## config.mk

```make
export PLATFORM = sky130hd
export DESIGN_NAME = clint_irq_flat
export DESIGN_NICKNAME = d
export VERILOG_FILES = /design/src/rtl/clint_irq_pkg.sv /design/src/rtl/clint_irq_if.sv /design/src/rtl/clint_irq_sync.sv /design/src/rtl/clint_irq.sv /design/src/flat_wrapper.sv
export SDC_FILE = /design/constraint.sdc
export NUM_CORES = 1
export LEC_CHECK = 0
export BUFFER_PORTS_ARGS = -buffer_cell sky130_fd_sc_hd__buf_2
export CAP_MARGIN = 20
export CORE_ASPECT_RATIO = 1.2
export CORE_MARGIN = 1
export CORE_UTILIZATION = 30
export DETAILED_ROUTE_END_ITERATION = 10
export PLACE_DENSITY = 0.51
export SKIP_CTS_REPAIR_TIMING = 1
export SYNTH_ARGS = -nofsm -noshare
export SYNTH_HDL_FRONTEND = slang
export SYNTH_SLANG_ARGS = --single-unit
```

## constraint.sdc

```tcl
create_clock -name i_clk -period 2.7 [get_ports i_clk]
set_clock_uncertainty 0.05 [all_clocks]
set_input_delay 0.135 -clock i_clk [delete_from_list [all_inputs] [get_ports i_clk]]
set_output_delay 0.135 -clock i_clk [all_outputs]
set_load 0.005 [all_outputs]
```

## src/rtl/clint_irq_pkg.sv

```systemverilog
// Shared core constants: CLINT register offsets, reset values, CSR indices
// and small helpers used by the CLINT and its bench.
package clint_irq_pkg;

    localparam int unsigned ADDR_W = 5;
    localparam int unsigned DATA_W = 32;

    // Word offsets of the CLINT registers (byte addresses, bits [1:0] ignored)
    localparam logic [ADDR_W-1:0] OFF_MSIP        = 5'h00;
    localparam logic [ADDR_W-1:0] OFF_MTIMECMP_LO = 5'h08;
    localparam logic [ADDR_W-1:0] OFF_MTIMECMP_HI = 5'h0C;
    localparam logic [ADDR_W-1:0] OFF_MTIME_LO    = 5'h10;
    localparam logic [ADDR_W-1:0] OFF_MTIME_HI    = 5'h14;

    // MTIMECMP comes out of reset as far away as possible
    localparam logic [63:0] MTIMECMP_RST = 64'hFFFF_FFFF_FFFF_FFFF;

    // CSR indices of the machine interrupt CSRs fed by this block
    localparam logic [11:0] CSR_MSTATUS = 12'h300;
    localparam logic [11:0] CSR_MIE     = 12'h304;
    localparam logic [11:0] CSR_MIP     = 12'h344;

    // Bit positions inside MIP/MIE
    localparam int unsigned MIP_MSIP_BIT = 3;
    localparam int unsigned MIP_MTIP_BIT = 7;
    localparam int unsigned MIP_MEIP_BIT = 11;

    typedef enum logic [2:0] {
        REG_MSIP,
        REG_CMP_LO,
        REG_CMP_HI,
        REG_MTIME_LO,
        REG_MTIME_HI,
        REG_NONE
    } reg_sel_e;

    // Map a byte address onto the register it selects
    function automatic reg_sel_e decode_addr(input logic [ADDR_W-1:0] addr);
        logic [ADDR_W-1:0] word;
        word = addr & 5'b11100;
        case (word)
            OFF_MSIP:        return REG_MSIP;
            OFF_MTIMECMP_LO: return REG_CMP_LO;
            OFF_MTIMECMP_HI: return REG_CMP_HI;
            OFF_MTIME_LO:    return REG_MTIME_LO;
            OFF_MTIME_HI:    return REG_MTIME_HI;
            default:         return REG_NONE;
        endcase
    endfunction

    // Replace the byte lanes of old selected by sel with those of wdata
    function automatic logic [DATA_W-1:0] merge_bytes(input logic [DATA_W-1:0] old,
                                                      input logic [DATA_W-1:0] wdata,
                                                      input logic [3:0]        sel);
        logic [DATA_W-1:0] r;
        r = old;
        for (int i = 0; i < 4; i++) begin
            if (sel[i]) r[8*i +: 8] = wdata[8*i +: 8];
        end
        return r;
    endfunction

endpackage

```

## src/rtl/clint_irq_if.sv

```systemverilog
// Register bus between a master and the CLINT.
// Valid/ready rule: a request (stb with we/addr/wdata/sel) is accepted on the
// rising edge where stb=1 and ack=0; ack is then high for exactly one cycle,
// carrying rdata for reads. The master keeps the request stable until it sees
// ack, and a strobe seen while ack=1 is not a new request.
interface clint_irq_if;
    import clint_irq_pkg::*;

    logic              stb;
    logic              we;
    logic [ADDR_W-1:0] addr;
    logic [DATA_W-1:0] wdata;
    logic [3:0]        sel;
    logic              ack;
    logic [DATA_W-1:0] rdata;

    modport master (
        output stb, we, addr, wdata, sel,
        input  ack, rdata
    );

    modport slave (
        input  stb, we, addr, wdata, sel,
        output ack, rdata
    );

endinterface

```

## src/rtl/clint_irq_sync.sv

```systemverilog
// irq_sync: multi-flop synchroniser for an asynchronous level input.
module irq_sync #(
    parameter int unsigned STAGES = 2
) (
    input  logic i_clk,
    input  logic i_rst,
    input  logic i_async,
    output logic o_sync
);

    logic [STAGES-1:0] sync_q;

    // Shift the raw level through the flop chain; oldest sample is the output
    always_ff @(posedge i_clk) begin
        if (i_rst) begin
            sync_q <= '0;
        end else begin
            sync_q <= {sync_q[STAGES-2:0], i_async};
        end
    end

    assign o_sync = sync_q[STAGES-1];

endmodule

```

## src/rtl/clint_irq.sv

```systemverilog
// clint_irq: core-local interruptor with MSIP, 64-bit MTIME/MTIMECMP,
// a timer prescaler, an atomic MTIME read shadow and the external-interrupt
// synchroniser.
module clint_irq
    import clint_irq_pkg::*;
#(
    parameter int unsigned PRESCALE    = 1,
    parameter int unsigned SYNC_STAGES = 2
) (
    input  logic        i_clk,
    input  logic        i_rst,
    clint_irq_if.slave  bus,
    input  logic        i_ext_irq,
    output logic        o_external_interrupt,
    output logic        o_software_interrupt,
    output logic        o_timer_interrupt
);

    localparam int unsigned PRE_W = (PRESCALE > 1) ? $clog2(PRESCALE) : 1;
    localparam logic [PRE_W-1:0] PRE_LAST = PRE_W'(PRESCALE - 1);

    // Bus handshake and read path
    logic              ack_q, ack_d;
    logic [DATA_W-1:0] rdata_q, rdata_d;
    logic [DATA_W-1:0] shadow_q, shadow_d;

    // Architectural registers
    logic              msip_q, msip_d;
    logic [63:0]       mtime_q, mtime_d;
    logic [63:0]       cmp_q, cmp_d;
    logic              armed_q, armed_d;
    logic              tip_q, tip_d;
    logic [PRE_W-1:0]  pre_q, pre_d;

    logic              accept;
    logic              wr_en;
    logic              rd_en;
    logic              tick;
    reg_sel_e          reg_sel;
    logic [DATA_W-1:0] rd_word;

    // Request acceptance and register selection
    always_comb begin
        accept  = bus.stb && !ack_q;
        wr_en   = accept && bus.we;
        rd_en   = accept && !bus.we;
        reg_sel = decode_addr(bus.addr);
    end

    // Prescaler: MTIME advances whenever the counter wraps
    always_comb begin
        tick  = (pre_q == PRE_LAST);
        pre_d = tick ? '0 : pre_q + PRE_W'(1);
    end

    // Read mux over the current register values
    always_comb begin
        rd_word = '0;
        case (reg_sel)
            REG_MSIP:     rd_word = {{(DATA_W-1){1'b0}}, msip_q};
            REG_CMP_LO:   rd_word = cmp_q[31:0];
            REG_CMP_HI:   rd_word = cmp_q[63:32];
            REG_MTIME_LO: rd_word = mtime_q[31:0];
            REG_MTIME_HI: rd_word = shadow_q;
            default:      rd_word = '0;
        endcase
    end

    // Read data is only non-zero in the ack cycle of a read; a read of
    // MTIME_LO captures the upper half so a following HI read is coherent
    always_comb begin
        ack_d    = accept;
        rdata_d  = rd_en ? rd_word : '0;
        shadow_d = shadow_q;
        if (rd_en && (reg_sel == REG_MTIME_LO)) begin
            shadow_d = mtime_q[63:32];
        end
    end

    // Register writes; a write to either MTIME half replaces that cycle's
    // increment entirely
    always_comb begin
        msip_d  = msip_q;
        cmp_d   = cmp_q;
        armed_d = armed_q;
        mtime_d = tick ? mtime_q + 64'd1 : mtime_q;
        if (wr_en) begin
            case (reg_sel)
                REG_MSIP: begin
                    if (bus.sel[0]) msip_d = bus.wdata[0];
                end
                REG_CMP_LO: begin
                    cmp_d[31:0] = merge_bytes(cmp_q[31:0], bus.wdata, bus.sel);
                    armed_d     = armed_q | (|bus.sel);
                end
                REG_CMP_HI: begin
                    cmp_d[63:32] = merge_bytes(cmp_q[63:32], bus.wdata, bus.sel);
                    armed_d      = armed_q | (|bus.sel);
                end
                REG_MTIME_LO: begin
                    mtime_d = {mtime_q[63:32], merge_bytes(mtime_q[31:0], bus.wdata, bus.sel)};
                end
                REG_MTIME_HI: begin
                    mtime_d = {merge_bytes(mtime_q[63:32], bus.wdata, bus.sel), mtime_q[31:0]};
                end
                default: ;
            endcase
        end
    end

    // Timer request follows the registered compare; it stays quiet after
    // reset until software has programmed MTIMECMP at least once
    always_comb begin
        tip_d = armed_q && (mtime_q >= cmp_q);
    end

    // State registers; reset drops any request in flight without side effects
    always_ff @(posedge i_clk) begin
        if (i_rst) begin
            ack_q    <= 1'b0;
            rdata_q  <= '0;
            shadow_q <= '0;
            msip_q   <= 1'b0;
            mtime_q  <= '0;
            cmp_q    <= MTIMECMP_RST;
            armed_q  <= 1'b0;
            tip_q    <= 1'b0;
            pre_q    <= '0;
        end else begin
            ack_q    <= ack_d;
            rdata_q  <= rdata_d;
            shadow_q <= shadow_d;
            msip_q   <= msip_d;
            mtime_q  <= mtime_d;
            cmp_q    <= cmp_d;
            armed_q  <= armed_d;
            tip_q    <= tip_d;
            pre_q    <= pre_d;
        end
    end

    irq_sync #(
        .STAGES (SYNC_STAGES)
    ) u_ext_sync (
        .i_clk   (i_clk),
        .i_rst   (i_rst),
        .i_async (i_ext_irq),
        .o_sync  (o_external_interrupt)
    );

    assign bus.ack              = ack_q;
    assign bus.rdata            = rdata_q;
    assign o_software_interrupt = msip_q;
    assign o_timer_interrupt    = tip_q;

endmodule

```

## src/flat_wrapper.sv

```systemverilog
// flat-port wrapper written by rule: the top's interface ports become plain ports
module clint_irq_flat import clint_irq_pkg::*;
#(
    parameter int unsigned PRESCALE    = 1,
    parameter int unsigned SYNC_STAGES = 2
)
  (i_clk, i_rst, i_ext_irq, o_external_interrupt, o_software_interrupt, o_timer_interrupt, bus_stb, bus_we, bus_addr, bus_wdata, bus_sel, bus_ack, bus_rdata);
  clint_irq_if bus_i ();
  input  logic i_clk;
  input  logic i_rst;
  input  logic i_ext_irq;
  output logic o_external_interrupt;
  output logic o_software_interrupt;
  output logic o_timer_interrupt;
  input wire logic [$bits(bus_i.stb)-1:0] bus_stb;
  input wire logic [$bits(bus_i.we)-1:0] bus_we;
  input wire logic [$bits(bus_i.addr)-1:0] bus_addr;
  input wire logic [$bits(bus_i.wdata)-1:0] bus_wdata;
  input wire logic [$bits(bus_i.sel)-1:0] bus_sel;
  output wire logic [$bits(bus_i.ack)-1:0] bus_ack;
  output wire logic [$bits(bus_i.rdata)-1:0] bus_rdata;
  assign bus_i.stb = bus_stb;
  assign bus_i.we = bus_we;
  assign bus_i.addr = bus_addr;
  assign bus_i.wdata = bus_wdata;
  assign bus_i.sel = bus_sel;
  assign bus_ack = bus_i.ack;
  assign bus_rdata = bus_i.rdata;
  clint_irq #(.PRESCALE(PRESCALE), .SYNC_STAGES(SYNC_STAGES)) u_core (.i_clk(i_clk), .i_rst(i_rst), .bus(bus_i), .i_ext_irq(i_ext_irq), .o_external_interrupt(o_external_interrupt), .o_software_interrupt(o_software_interrupt), .o_timer_interrupt(o_timer_interrupt));
endmodule
```

==> flow_summary.ini <==
[power_and_ir_drop]
leakagePower_nw = 5.46
cellPowerDensity_nw_per_um2 = 482
ir_drop_mv = 0.337

[yosys]
synth_area_um2 = 10600
synth_cells = 1320
synth_nets = 1431
yosys_most_used_dff = dfxtp_1
async_flop_share = 0
yosysUniqueCellTypes = 75
yosys_warnings = 0
synth_edf_count = 0
synth_seq_area_share = 0.377
synth-seq-cells = 199
synth_area_per_cell_um2 = 8.00

[drt]
ant_nets = 0
wire_per_inst_um = 20.0
wl_um = 38700
first_iter_violations = 879
drtPass1Iterations = 5
vias_per_cell = 5.41
drc = 0
vias = 10400

[sta]
whs_ns = -0.0325
finalSetupTns_ns = 0
fin_crit_sh = 0.945
fmax_ghz = 0.392
period_needed_ns = 2.55
worstMarginPinSlew_ns = 0.742
final-setup-viol-count = 0
grt_setup_unrepaired = false
hold_viol = 3
max-slew-margin-rel = 0.502
drv_slew = 0

[setup_path]
critical_path_class = reg -> reg
start_kind = register
crit_path_end_kind = register
crit_arrival_ns = 2.90
critPathRequiredTime_ns = 3.04
crit_chain = inv_1, ha_1, and4_1, nand3_1, or4_4, or4b_4, a311o_1, nand4_1
cp_max_fo = 2
slowest_delay_ns = 0.57
crit_path_top_delay_cell = or4_4

[min_path]
timing.hold.worst.class = in -> reg

[global_route]
grt_pass1_wl_um = 59600
grt_use_total = 0.216
grt-ovfl-total = 0
antenna_found_initial = 1
grt_pass1_vias = 10200
grt_start_max_net_pins = 40

[floorplanning]
die_w_um = 173
coreArea_um2 = 34400
io_pins = 82
dieArea_um2 = 35900
initial_core_util = 0.307
die_h_um = 208
rows = 74

[clock_tree]
cts_tree = built
clockBufferDepth = 2
cts_num_sinks = 199
clk_latency_ns = 0.46
cts_buffers = 17
clkTransAtPathRegs_ns = 0.08
cts-htree-levels = 4
root_buffer = clkbuf_16

[placement]
dp.cells = 1865
port_buffers = 79
dp_hpwl_um = 28700
placed_area_um2 = 12000
routabilityCongestion = 0.968

[run_status]
status = finished, violations left
violations = negative hold slack

[final_layout]
final_area_um2 = 12900
areaGrowthSynthToFinish_pct = 22.5
final_cells = 1931
drive_above_1_share = 0.158
nets = 1572
layout_common_cells = nand2_1, dfxtp_1, a21oi_1
layout.cells.most_common = nand2_1

[run]
maxCapViolCount = 0
final timing paths:
check,start,to,slack (ns),depth (start not counted)
setup / recovery,u_core.cmp_q[61],u_core.o_timer_interrupt,0.15,8
hold / removal,bus_wdata[0],u_core.cmp_q[0],-0.03,3
setup reg to reg,u_core.cmp_q[61],u_core.o_timer_interrupt,0.15,8
hold reg to reg,u_core.u_ext_sync.sync_q[0],u_core.u_ext_sync.sync_q[1],0.39,1
layout make-up:
class	count	area, um2
timing repair buffer	205	1500
fill	3619	21400
clock inverter	14	175
tap	456	571
clock buffer	18	439
inverter	76	285
sequential	199	3980
antenna	1	2.50
multi-input combinational	962	5980
worst max-delay path: cells and delay by family (launching register included):
kind / cells / cell delay [ns]
adders and majority gates: 1 / 0.29
buffers and inverters: 1 / 0.06
DFF: 1 / 0.35
and+or+nand+nor: 5 / 1.46
AOI/OAI and AO/OA: 1 / 0.28
registers in the layout, summed over array words and instances, names as in the netlist:
name / count
u_core.cmp_q: 64
u_core.u_ext_sync.sync_q: 2
u_core.o_timer_interrupt: 1
u_core.bus.rdata: 32
u_core.bus.ack: 1
u_core.pre_q: 1
u_core.mtime_q: 64
u_core.o_software_interrupt: 1
u_core.shadow_q: 32
u_core.armed_q: 1
per-layer routing:
layer / share of wire / GRT usage / wire length, um
met5: 0 / 0 / 0
met4: 0.035 / 0.0983 / 1340
met3: 0.036 / 0.0278 / 1380
met2: 0.49 / 0.374 / 19000
met1: 0.44 / 0.264 / 16900
cells by family after synthesis:
group                    synth area share
AO/OA/AOI/OAI                       0.242
flip-flops                          0.377
AND/OR/NAND/NOR                     0.228
other                            0.000355
multiplexers                       0.0133
buffers and inverters              0.0587
XOR/XNOR                          0.00332
adder cells (fa/ha/maj)            0.0770
cells in the mapped netlist (3+ instances only):
cell type	n	area share
o21ai_0	34	0.016
clkbuf_1	75	0.027
and3_1	33	0.020
dfxtp_1	199	0.38
a31oi_1	15	0.0089
or3_1	10	0.0059
buf_4	3	0.0021
and2_1	8	0.0047
a21oi_1	127	0.060
or4_1	10	0.0071
a221oi_1	3	0.0025
ha_1	65	0.077
o2bb2ai_1	3	0.0025
a2111oi_0	7	0.0058
nand3_1	33	0.016
a211oi_1	18	0.013
nor4_1	14	0.0083
o211ai_1	72	0.051
o22ai_1	3	0.0018
nor2_1	68	0.024
mux2i_1	5	0.0047
nand2b_1	4	0.0024
buf_2	3	0.0014
inv_1	76	0.027
a311oi_1	6	0.0050
nor3_1	25	0.012
a22oi_1	66	0.047
and4_1	10	0.0083
nand4_1	33	0.020
mux2_2	8	0.0085
a21o_1	5	0.0036
nand2_1	218	0.078
nor2b_1	6	0.0036
power breakdown:
part / switching [mW] / internal [mW]
Clock: 1.34 / 1.44
Combinational: 0.293 / 0.170
Sequential: 0.0237 / 2.97
Total: 1.66 / 4.57
through the flow:
stage,util,power (mW),setup slack (ns),hold slack [ns]
after CTS,0.367,6.26,0.0514,-0.176
after detailed placement,0.349,3.49,0.0903,0.301
after floorplan,-,3.26,0.359,0.181
final,0.377,6.23,0.148,-0.0325
after global routing,0.377,6.45,0.0128,0.0114
after global placement,0.349,3.48,0.134,0.292
Power figures use the tool's default switching activity.
